[src/rtl/cfg_init_loader_pkg.sv]
`default_nettype none
// +--------------------------------------------------------------------------+
// | Module      : cfg_init_loader_pkg                                        |
// | Description : Shared constants for the serial config loader: CRC-8       |
// |               polynomial, FSM state encoding, default sync word and a    |
// |               single-step CRC helper.                                    |
// | Ports       : none (package)                                             |
// | Revision    : 1.0 - initial release                                      |
// +--------------------------------------------------------------------------+
package cfg_init_loader_pkg;

  // CRC-8 polynomial x^8 + x^2 + x + 1 (implicit x^8 term dropped)
  localparam logic [7:0] c_CRC8_POLY = 8'h07;

  // Frame start pattern used when the instantiator does not override it
  localparam logic [7:0] c_SYNC_WORD_DEFAULT = 8'hA5;

  // Loader FSM encoding
  localparam logic [1:0] c_ST_HUNT  = 2'd0;
  localparam logic [1:0] c_ST_LOAD  = 2'd1;
  localparam logic [1:0] c_ST_CHECK = 2'd2;
  localparam logic [1:0] c_ST_IDLE  = 2'd3;

  // One bit of the MSB-first serial CRC-8 LFSR
  function automatic logic [7:0] crc8_next(input logic [7:0] crc, input logic din);
    logic w_fb;
    w_fb = crc[7] ^ din;
    return {crc[6:0], 1'b0} ^ (w_fb ? c_CRC8_POLY : 8'h00);
  endfunction

endpackage : cfg_init_loader_pkg
`default_nettype wire

[src/rtl/cfg_init_loader_if.sv]
`default_nettype none
// +--------------------------------------------------------------------------+
// | Module      : cfg_init_loader_if                                         |
// | Description : Serial-in / config-out bundle of the init loader.          |
// |               master : drives init_in, init_en, reinit                   |
// |               slave  : the loader; drives cfg_out, cfg_valid, busy,      |
// |                        crc_err, commit_cnt, err_cnt                      |
// | Revision    : 1.0 - initial release                                      |
// +--------------------------------------------------------------------------+
interface cfg_init_loader_if #(
  parameter int CFG_LEN = 22,
  parameter int CNT_W   = 8
);

  logic               init_in;
  logic               init_en;
  logic               reinit;
  logic [CFG_LEN-1:0] cfg_out;
  logic               cfg_valid;
  logic               busy;
  logic               crc_err;
  logic [CNT_W-1:0]   commit_cnt;
  logic [CNT_W-1:0]   err_cnt;

  modport master (
    output init_in, init_en, reinit,
    input  cfg_out, cfg_valid, busy, crc_err, commit_cnt, err_cnt
  );

  modport slave (
    input  init_in, init_en, reinit,
    output cfg_out, cfg_valid, busy, crc_err, commit_cnt, err_cnt
  );

endinterface : cfg_init_loader_if
`default_nettype wire

[src/rtl/cfg_init_loader_crc8_serial.sv]
`default_nettype none
// +--------------------------------------------------------------------------+
// | Module      : crc8_serial                                                |
// | Description : Bit-serial CRC-8 (poly 0x07, init 0x00), MSB-first.        |
// |   clk   in  core clock                                                   |
// |   rst   in  asynchronous active-high reset                               |
// |   i_clr in  synchronous clear to 0x00 (wins over i_en)                   |
// |   i_en  in  advance the LFSR by one bit                                  |
// |   i_din in  serial data bit                                              |
// |   o_crc out current remainder                                            |
// | Revision    : 1.0 - initial release                                      |
// +--------------------------------------------------------------------------+
module crc8_serial
  import cfg_init_loader_pkg::*;
(
  input  logic       clk,
  input  logic       rst,
  input  logic       i_clr,
  input  logic       i_en,
  input  logic       i_din,
  output logic [7:0] o_crc
);

  logic [7:0] r_crc;

  always_ff @(posedge clk or posedge rst) begin
    if (rst) begin
      r_crc <= 8'h00;
    end else if (i_clr) begin
      r_crc <= 8'h00;
    end else if (i_en) begin
      r_crc <= crc8_next(r_crc, i_din);
    end
  end

  assign o_crc = r_crc;

endmodule : crc8_serial
`default_nettype wire

[src/rtl/cfg_init_loader.sv]
`default_nettype none
// +--------------------------------------------------------------------------+
// | Module      : cfg_init_loader                                            |
// | Description : Framed serial configuration loader. Hunts for SYNC_WORD,   |
// |               shifts in CFG_LEN payload bits (first bit ends in bit 0),  |
// |               optionally checks an 8-bit CRC trailer, and only then      |
// |               commits the payload to cfg_out. Previous config stays live |
// |               until the next good frame.                                 |
// |   clk          in   core clock                                           |
// |   rst          in   asynchronous active-high reset                       |
// |   bus (slave)  init_in/init_en/reinit in; cfg_out, cfg_valid, busy,      |
// |                crc_err, commit_cnt, err_cnt out                          |
// | Revision    : 1.0 - initial release                                      |
// +--------------------------------------------------------------------------+
module cfg_init_loader
  import cfg_init_loader_pkg::*;
#(
  parameter int                  CFG_LEN   = 22,
  parameter int                  SYNC_LEN  = 8,
  parameter logic [SYNC_LEN-1:0] SYNC_WORD = c_SYNC_WORD_DEFAULT,
  parameter bit                  CRC_EN    = 1'b1,
  parameter int                  CNT_W     = 8
) (
  input  logic             clk,
  input  logic             rst,
  cfg_init_loader_if.slave bus
);

  // Bit counter covers both the payload and the 8-bit trailer
  localparam int c_BCNT_W = (CFG_LEN > 8) ? $clog2(CFG_LEN) : 3;

  logic [1:0]          r_state;
  logic [SYNC_LEN-1:0] r_window;
  logic [CFG_LEN-1:0]  r_shift;
  logic [6:0]          r_rx_crc;   // first 7 trailer bits; the 8th is compared live
  logic [c_BCNT_W-1:0] r_bit_cnt;
  logic                r_commit_pend;
  logic [CFG_LEN-1:0]  r_cfg;
  logic                r_cfg_valid;
  logic                r_crc_err;
  logic [CNT_W-1:0]    r_commit_cnt;
  logic [CNT_W-1:0]    r_err_cnt;

  logic [SYNC_LEN-1:0] w_window_nxt;
  logic [7:0]          w_rx_crc_full;
  logic [7:0]          w_crc;
  logic                w_crc_clr;
  logic                w_crc_en;
  logic                w_last_pay;
  logic                w_last_crc;

  assign w_window_nxt  = {r_window[SYNC_LEN-2:0], bus.init_in};
  assign w_rx_crc_full = {r_rx_crc, bus.init_in};
  assign w_last_pay    = (r_bit_cnt == c_BCNT_W'(CFG_LEN - 1));
  assign w_last_crc    = (r_bit_cnt == c_BCNT_W'(7));

  // Holding the CRC at zero for all of HUNT guarantees a clean start on LOAD entry
  assign w_crc_clr = (r_state == c_ST_HUNT) || bus.reinit;
  assign w_crc_en  = (r_state == c_ST_LOAD) && bus.init_en;

  crc8_serial u_crc (
    .clk   (clk),
    .rst   (rst),
    .i_clr (w_crc_clr),
    .i_en  (w_crc_en),
    .i_din (bus.init_in),
    .o_crc (w_crc)
  );

  always_ff @(posedge clk or posedge rst) begin
    if (rst) begin
      r_state       <= c_ST_HUNT;
      r_window      <= '0;
      r_shift       <= '0;
      r_rx_crc      <= '0;
      r_bit_cnt     <= '0;
      r_commit_pend <= 1'b0;
      r_cfg         <= '0;
      r_cfg_valid   <= 1'b0;
      r_crc_err     <= 1'b0;
      r_commit_cnt  <= '0;
      r_err_cnt     <= '0;
    end else begin
      r_commit_pend <= 1'b0;
      r_crc_err     <= 1'b0;

      // Commit lands one edge after the final bit; r_shift is frozen in IDLE
      if (r_commit_pend) begin
        r_cfg       <= r_shift;
        r_cfg_valid <= 1'b1;
        if (r_commit_cnt != '1) begin
          r_commit_cnt <= r_commit_cnt + 1'b1;
        end
      end

      if (bus.reinit) begin
        // Aborts a partial frame; a final bit sampled together with reinit is dropped
        r_state  <= c_ST_HUNT;
        r_window <= '0;
      end else begin
        case (r_state)
          c_ST_HUNT: begin
            if (bus.init_en) begin
              r_window <= w_window_nxt;
              if (w_window_nxt == SYNC_WORD) begin
                r_state   <= c_ST_LOAD;
                r_bit_cnt <= '0;
              end
            end
          end

          c_ST_LOAD: begin
            if (bus.init_en) begin
              r_shift   <= {bus.init_in, r_shift[CFG_LEN-1:1]};
              r_bit_cnt <= r_bit_cnt + 1'b1;
              if (w_last_pay) begin
                r_bit_cnt <= '0;
                if (CRC_EN) begin
                  r_state <= c_ST_CHECK;
                end else begin
                  r_state       <= c_ST_IDLE;
                  r_commit_pend <= 1'b1;
                end
              end
            end
          end

          c_ST_CHECK: begin
            if (bus.init_en) begin
              r_rx_crc  <= w_rx_crc_full[6:0];
              r_bit_cnt <= r_bit_cnt + 1'b1;
              if (w_last_crc) begin
                r_bit_cnt <= '0;
                if (w_rx_crc_full == w_crc) begin
                  r_state       <= c_ST_IDLE;
                  r_commit_pend <= 1'b1;
                end else begin
                  r_state   <= c_ST_HUNT;
                  r_window  <= '0;
                  r_crc_err <= 1'b1;
                  if (r_err_cnt != '1) begin
                    r_err_cnt <= r_err_cnt + 1'b1;
                  end
                end
              end
            end
          end

          default: begin
            // IDLE: serial input ignored until reinit
          end
        endcase
      end
    end
  end

  assign bus.cfg_out    = r_cfg;
  assign bus.cfg_valid  = r_cfg_valid;
  assign bus.busy       = (r_state == c_ST_LOAD) || (r_state == c_ST_CHECK);
  assign bus.crc_err    = r_crc_err;
  assign bus.commit_cnt = r_commit_cnt;
  assign bus.err_cnt    = r_err_cnt;

endmodule : cfg_init_loader
`default_nettype wire

[src/flat_wrapper.sv]
// flat-port wrapper written by rule: the top's interface ports become plain ports
module cfg_init_loader_flat import cfg_init_loader_pkg::*;
#(
  parameter int                  CFG_LEN   = 22,
  parameter int                  SYNC_LEN  = 8,
  parameter logic [SYNC_LEN-1:0] SYNC_WORD = c_SYNC_WORD_DEFAULT,
  parameter bit                  CRC_EN    = 1'b1,
  parameter int                  CNT_W     = 8
)
  (clk, rst, bus_init_in, bus_init_en, bus_reinit, bus_cfg_out, bus_cfg_valid, bus_busy, bus_crc_err, bus_commit_cnt, bus_err_cnt);
  cfg_init_loader_if #(.CFG_LEN(CFG_LEN), .CNT_W(CNT_W)) bus_i ();
  input  logic clk;
  input  logic rst;
  input wire logic [$bits(bus_i.init_in)-1:0] bus_init_in;
  input wire logic [$bits(bus_i.init_en)-1:0] bus_init_en;
  input wire logic [$bits(bus_i.reinit)-1:0] bus_reinit;
  output wire logic [$bits(bus_i.cfg_out)-1:0] bus_cfg_out;
  output wire logic [$bits(bus_i.cfg_valid)-1:0] bus_cfg_valid;
  output wire logic [$bits(bus_i.busy)-1:0] bus_busy;
  output wire logic [$bits(bus_i.crc_err)-1:0] bus_crc_err;
  output wire logic [$bits(bus_i.commit_cnt)-1:0] bus_commit_cnt;
  output wire logic [$bits(bus_i.err_cnt)-1:0] bus_err_cnt;
  assign bus_i.init_in = bus_init_in;
  assign bus_i.init_en = bus_init_en;
  assign bus_i.reinit = bus_reinit;
  assign bus_cfg_out = bus_i.cfg_out;
  assign bus_cfg_valid = bus_i.cfg_valid;
  assign bus_busy = bus_i.busy;
  assign bus_crc_err = bus_i.crc_err;
  assign bus_commit_cnt = bus_i.commit_cnt;
  assign bus_err_cnt = bus_i.err_cnt;
  cfg_init_loader #(.CFG_LEN(CFG_LEN), .SYNC_LEN(SYNC_LEN), .SYNC_WORD(SYNC_WORD), .CRC_EN(CRC_EN), .CNT_W(CNT_W)) u_core (.clk(clk), .rst(rst), .bus(bus_i));
endmodule
[config.mk]
export PLATFORM = sky130hd
export DESIGN_NAME = cfg_init_loader_flat
export DESIGN_NICKNAME = d
export VERILOG_FILES = /design/src/rtl/cfg_init_loader_pkg.sv /design/src/rtl/cfg_init_loader_if.sv /design/src/rtl/cfg_init_loader_crc8_serial.sv /design/src/rtl/cfg_init_loader.sv /design/src/flat_wrapper.sv
export SDC_FILE = /design/constraint.sdc
export NUM_CORES = 1
export LEC_CHECK = 0
export ABC_AREA = 1
export CAP_MARGIN = 20
export CORE_MARGIN = 5
export CORE_UTILIZATION = 50
export DETAILED_ROUTE_END_ITERATION = 6
export PLACE_DENSITY = 0.72
export SYNTH_ARGS = -nofsm -noshare
export SYNTH_HDL_FRONTEND = slang
export SYNTH_SLANG_ARGS = --single-unit
[constraint.sdc]
create_clock -name clk -period 3.46 [get_ports clk]
set_clock_uncertainty 0.1 [all_clocks]
set_input_delay 0.692 -clock clk [delete_from_list [all_inputs] [get_ports clk]]
set_output_delay 0.692 -clock clk [all_outputs]
set_load 0.01 [all_outputs]
==> results.md <==
- Max-cap violations: 0
- Number of global-route vias before repair: 3195
- Final hold violation count: 0
- CTS tree: done
- Reg-to-reg setup timing slack: 1480 ps
- Worst-case reg-to-reg path depth: 9
- Crit end category: output port
- Startpoint Class: flip-flop
- Crit Path Max Fanout: 5
- Min-delay src: u_core.bus.cfg_valid
- Min-Delay Path Depth: 1
- Tmin final: 2559 ps
- Cells after Synth: 488
- YS warnings: 0
- Leakage: 2.250 nW
- Worst-Skew Late Latency: 350 ps
- FF-to-FF End: u_core.bus.err_cnt[3]
- Max Slew Vio Count: 0
- Met2 usage: 28.32%
- WL final: 7951 um
- Worst reg2reg startpoint: u_core.r_state[0]
- Most frequent cell after synthesis: nand2_1
- Clock transition at path regs: 90 ps
- DR DRC count: 0
- EDFF count, synth: 0
- Most Crowded Layer GR: met2
- Synth Area in Compound Gates: 11.31%
- Starting DRT DRC Count: 121
- Total CTS buffers: 9
- Height of the chip: 101.8 um
- Routed Antenna Nets: 0
- Cell Count, Final, Fillers Out: 646
- Met1 usage: 20.73%
- Gr usage total: 16.63%
- RePlAce Congestion: 0.8916
- CORE AREA: 0.008217 sq mm
- Critical Path AT: 1770 ps
- Met3 usage: 4.232%
- Post-synth top cells: 144 x nand2_1, 92 x dfrtp_1, 62 x inv_1
- Clk sinks: 92
- Hold Buf Count CTS: 0
- Pwr Density: 362.5 mW/mm^2
- Nets: 548
- Drt pass-1 iters: 4
- Clk root buf: clkbuf_8
- Final setup viols: 0
- Worst Max-Slew Pin Slew: 498.9 ps
- Dpl hpwl: 5547 um
- Ranking of synthesized cells by area: dfrtp_1 55%, nand2_1 13%, o21ai_0 5.7%
- CP max stage cell: clkdlybuf4s50_1
- Vias: 3231
- Buffer depth of the longest clock path: 2
- Worst VDD drop: 0.2369 mV
- Initial antenna violation count: 0
- Synth Area in Simple Gates: 21.57%
- Pwr Total: 1.805 mW
- Mux contribution to synthesized area: 0%
- CTS H-tree lvls: 3
- IO Count: 46
- Grt ovf: 0
- Crit-path cells: inv_1, ha_1, clkdlybuf4s50_1
- Status: finished clean
- Synth top area share: 54.60%
- Synthesized area: 0.004217 sq mm
- Unrepaired setup endpoints after global routing: false
- Mean post-synth cell area: 8.640 sq um
- Placed Instances: 629
- WHS Endpoint: u_core.bus.cfg_valid
- Layout cells sized above 1: 7.763%
- Max incr delay on CP: 570 ps
- P&R area growth vs syn: 18.10%
- Largest family of logic cells by synthesized area: simple AND/OR/NAND/NOR gates
- Req. time, crit path: 2670 ps
- # diodes: 0
- Relative slew slack: 66.74%
- Adder-cell area share of the yosys netlist: 2.077%
- Synth Flop Type: dfrtp_1
- Max Clock Freq: 390.7 MHz
- Wire per inst: 12.31 um
- Yosys cell types: 32
- Largest net degree at the start of global routing: 93
- Min-Delay Path Class: reg2reg
- Post-synth net total: 500
- IO Port Bufs: 45
- Starting Density: 51.32%
- Final Cycle Share: 73.97%
- Synth area leader: dfrtp_1
- Die W: 101.8 um
- Synthesized flop and latch total: 92
- Vias per inst: 5.002
- Post-synth ARST share: 100.0%
- First-pass GRT wire length: 13840 um
- Crit Path Class: reg2out
- Row count: 33
- Post-CTS Repair Setup Buffers: 0
- Die area: 0.01037 sq mm
- Setup_tns: 0 ps
- Register area share after synthesis: 54.60%
- Xor/xnor share of the synthesized area: 3.323%
- Resized cells post-CTS: 0
## registers in the layout, indices dropped and copies added (netlist names)
register               cells
u_core.bus.cfg_out        22
u_core.bus.cfg_valid       1
u_core.bus.commit_cnt      8
u_core.bus.crc_err         1
u_core.bus.err_cnt         8
u_core.r_bit_cnt           5
u_core.r_commit_pend       1
u_core.r_rx_crc            7
u_core.r_shift            22
u_core.r_state             2
u_core.r_window            7
u_core.u_crc.o_crc         8
## cell type report
cell class                      count  area [sq um]
Clock inverter                      5         36.28
Multi-Input combinational cell    319          1614
Sequential cell                    92          2302
Fill cell                         742          3237
Timing Repair Buffer               48         505.5
Clock buffer                       11         141.4
Tap cell                          105         131.4
Inverter                           66         249.0
## through the flow
stage                     util [%]  hold slack (ps)  cell area, sq um  setup WS (ps)
after floorplan                  -            341.9              4217          276.0
after global placement       58.11            350.4              4775           1019
after detailed placement     58.11            356.7              4775          948.9
after CTS                    60.27            380.4              4952          880.3
after global routing         60.61            407.8              4980          806.1
final                        60.61            379.7              4980          900.6
## placed cells by master (no fill, tap or decap), drive strengths merged
cell,synthesis,routed
nand2,147,147
dfrtp,92,92
inv,65,65
o21ai,62,62
clkdlybuf4s50,0,45
nor2,37,37
nand3,15,15
clkbuf,7,11
xor2,9,9
nand4,9,9
a21oi,9,9
o22ai,8,8
xnor2,7,7
ha,7,7
nor3,4,4
clkinvlp,0,3
clkinv,1,3
buf,4,3
o211ai,2,2
o2111ai,1,1
or2,1,1
a21o,1,1
## where the power goes
part | internal [mW] | switching (mW)
sequential | 1.08 | 0.00537
clock | 0.283 | 0.376
combinational | 0.0178 | 0.0422
## worst max path at each step
stage / start / end / slack (ps) / cells past startpoint
6_report: u_core.r_state[0] / bus_busy / 900 / 3
5_1_grt: u_core.r_state[1] / bus_busy / 810 / 3
4_1_cts: u_core.r_state[0] / bus_busy / 880 / 3
3_5_place_dp: bus_reinit / u_core.r_window[5] / 950 / 6
3_3_place_gp: bus_reinit / u_core.r_window[4] / 1020 / 6
2_1_floorplan: rst / u_core.bus.cfg_out[0] / 280 / 1
## cell families after synthesis
family	Yosys count
AOI/OAI and AO/OA	83
xor gates and xnor gates	16
buffers and inverters	77
adders and majority gates	7
DFF	92
and+or+nand+nor	213
## routing by layer
metal	part of all wire, %	vias up
li1	-	1643
met1	45	1517
met2	49	60
met3	4.0	11
met4	1.6	0
met5	0	-
## critical path, delay by kind of cell, from the launching register on
kind	cells	cell delay (ps)
buf+inv	2	640
fa+ha+maj	1	380
flops	1	390
Power figures use the tool's default switching activity.
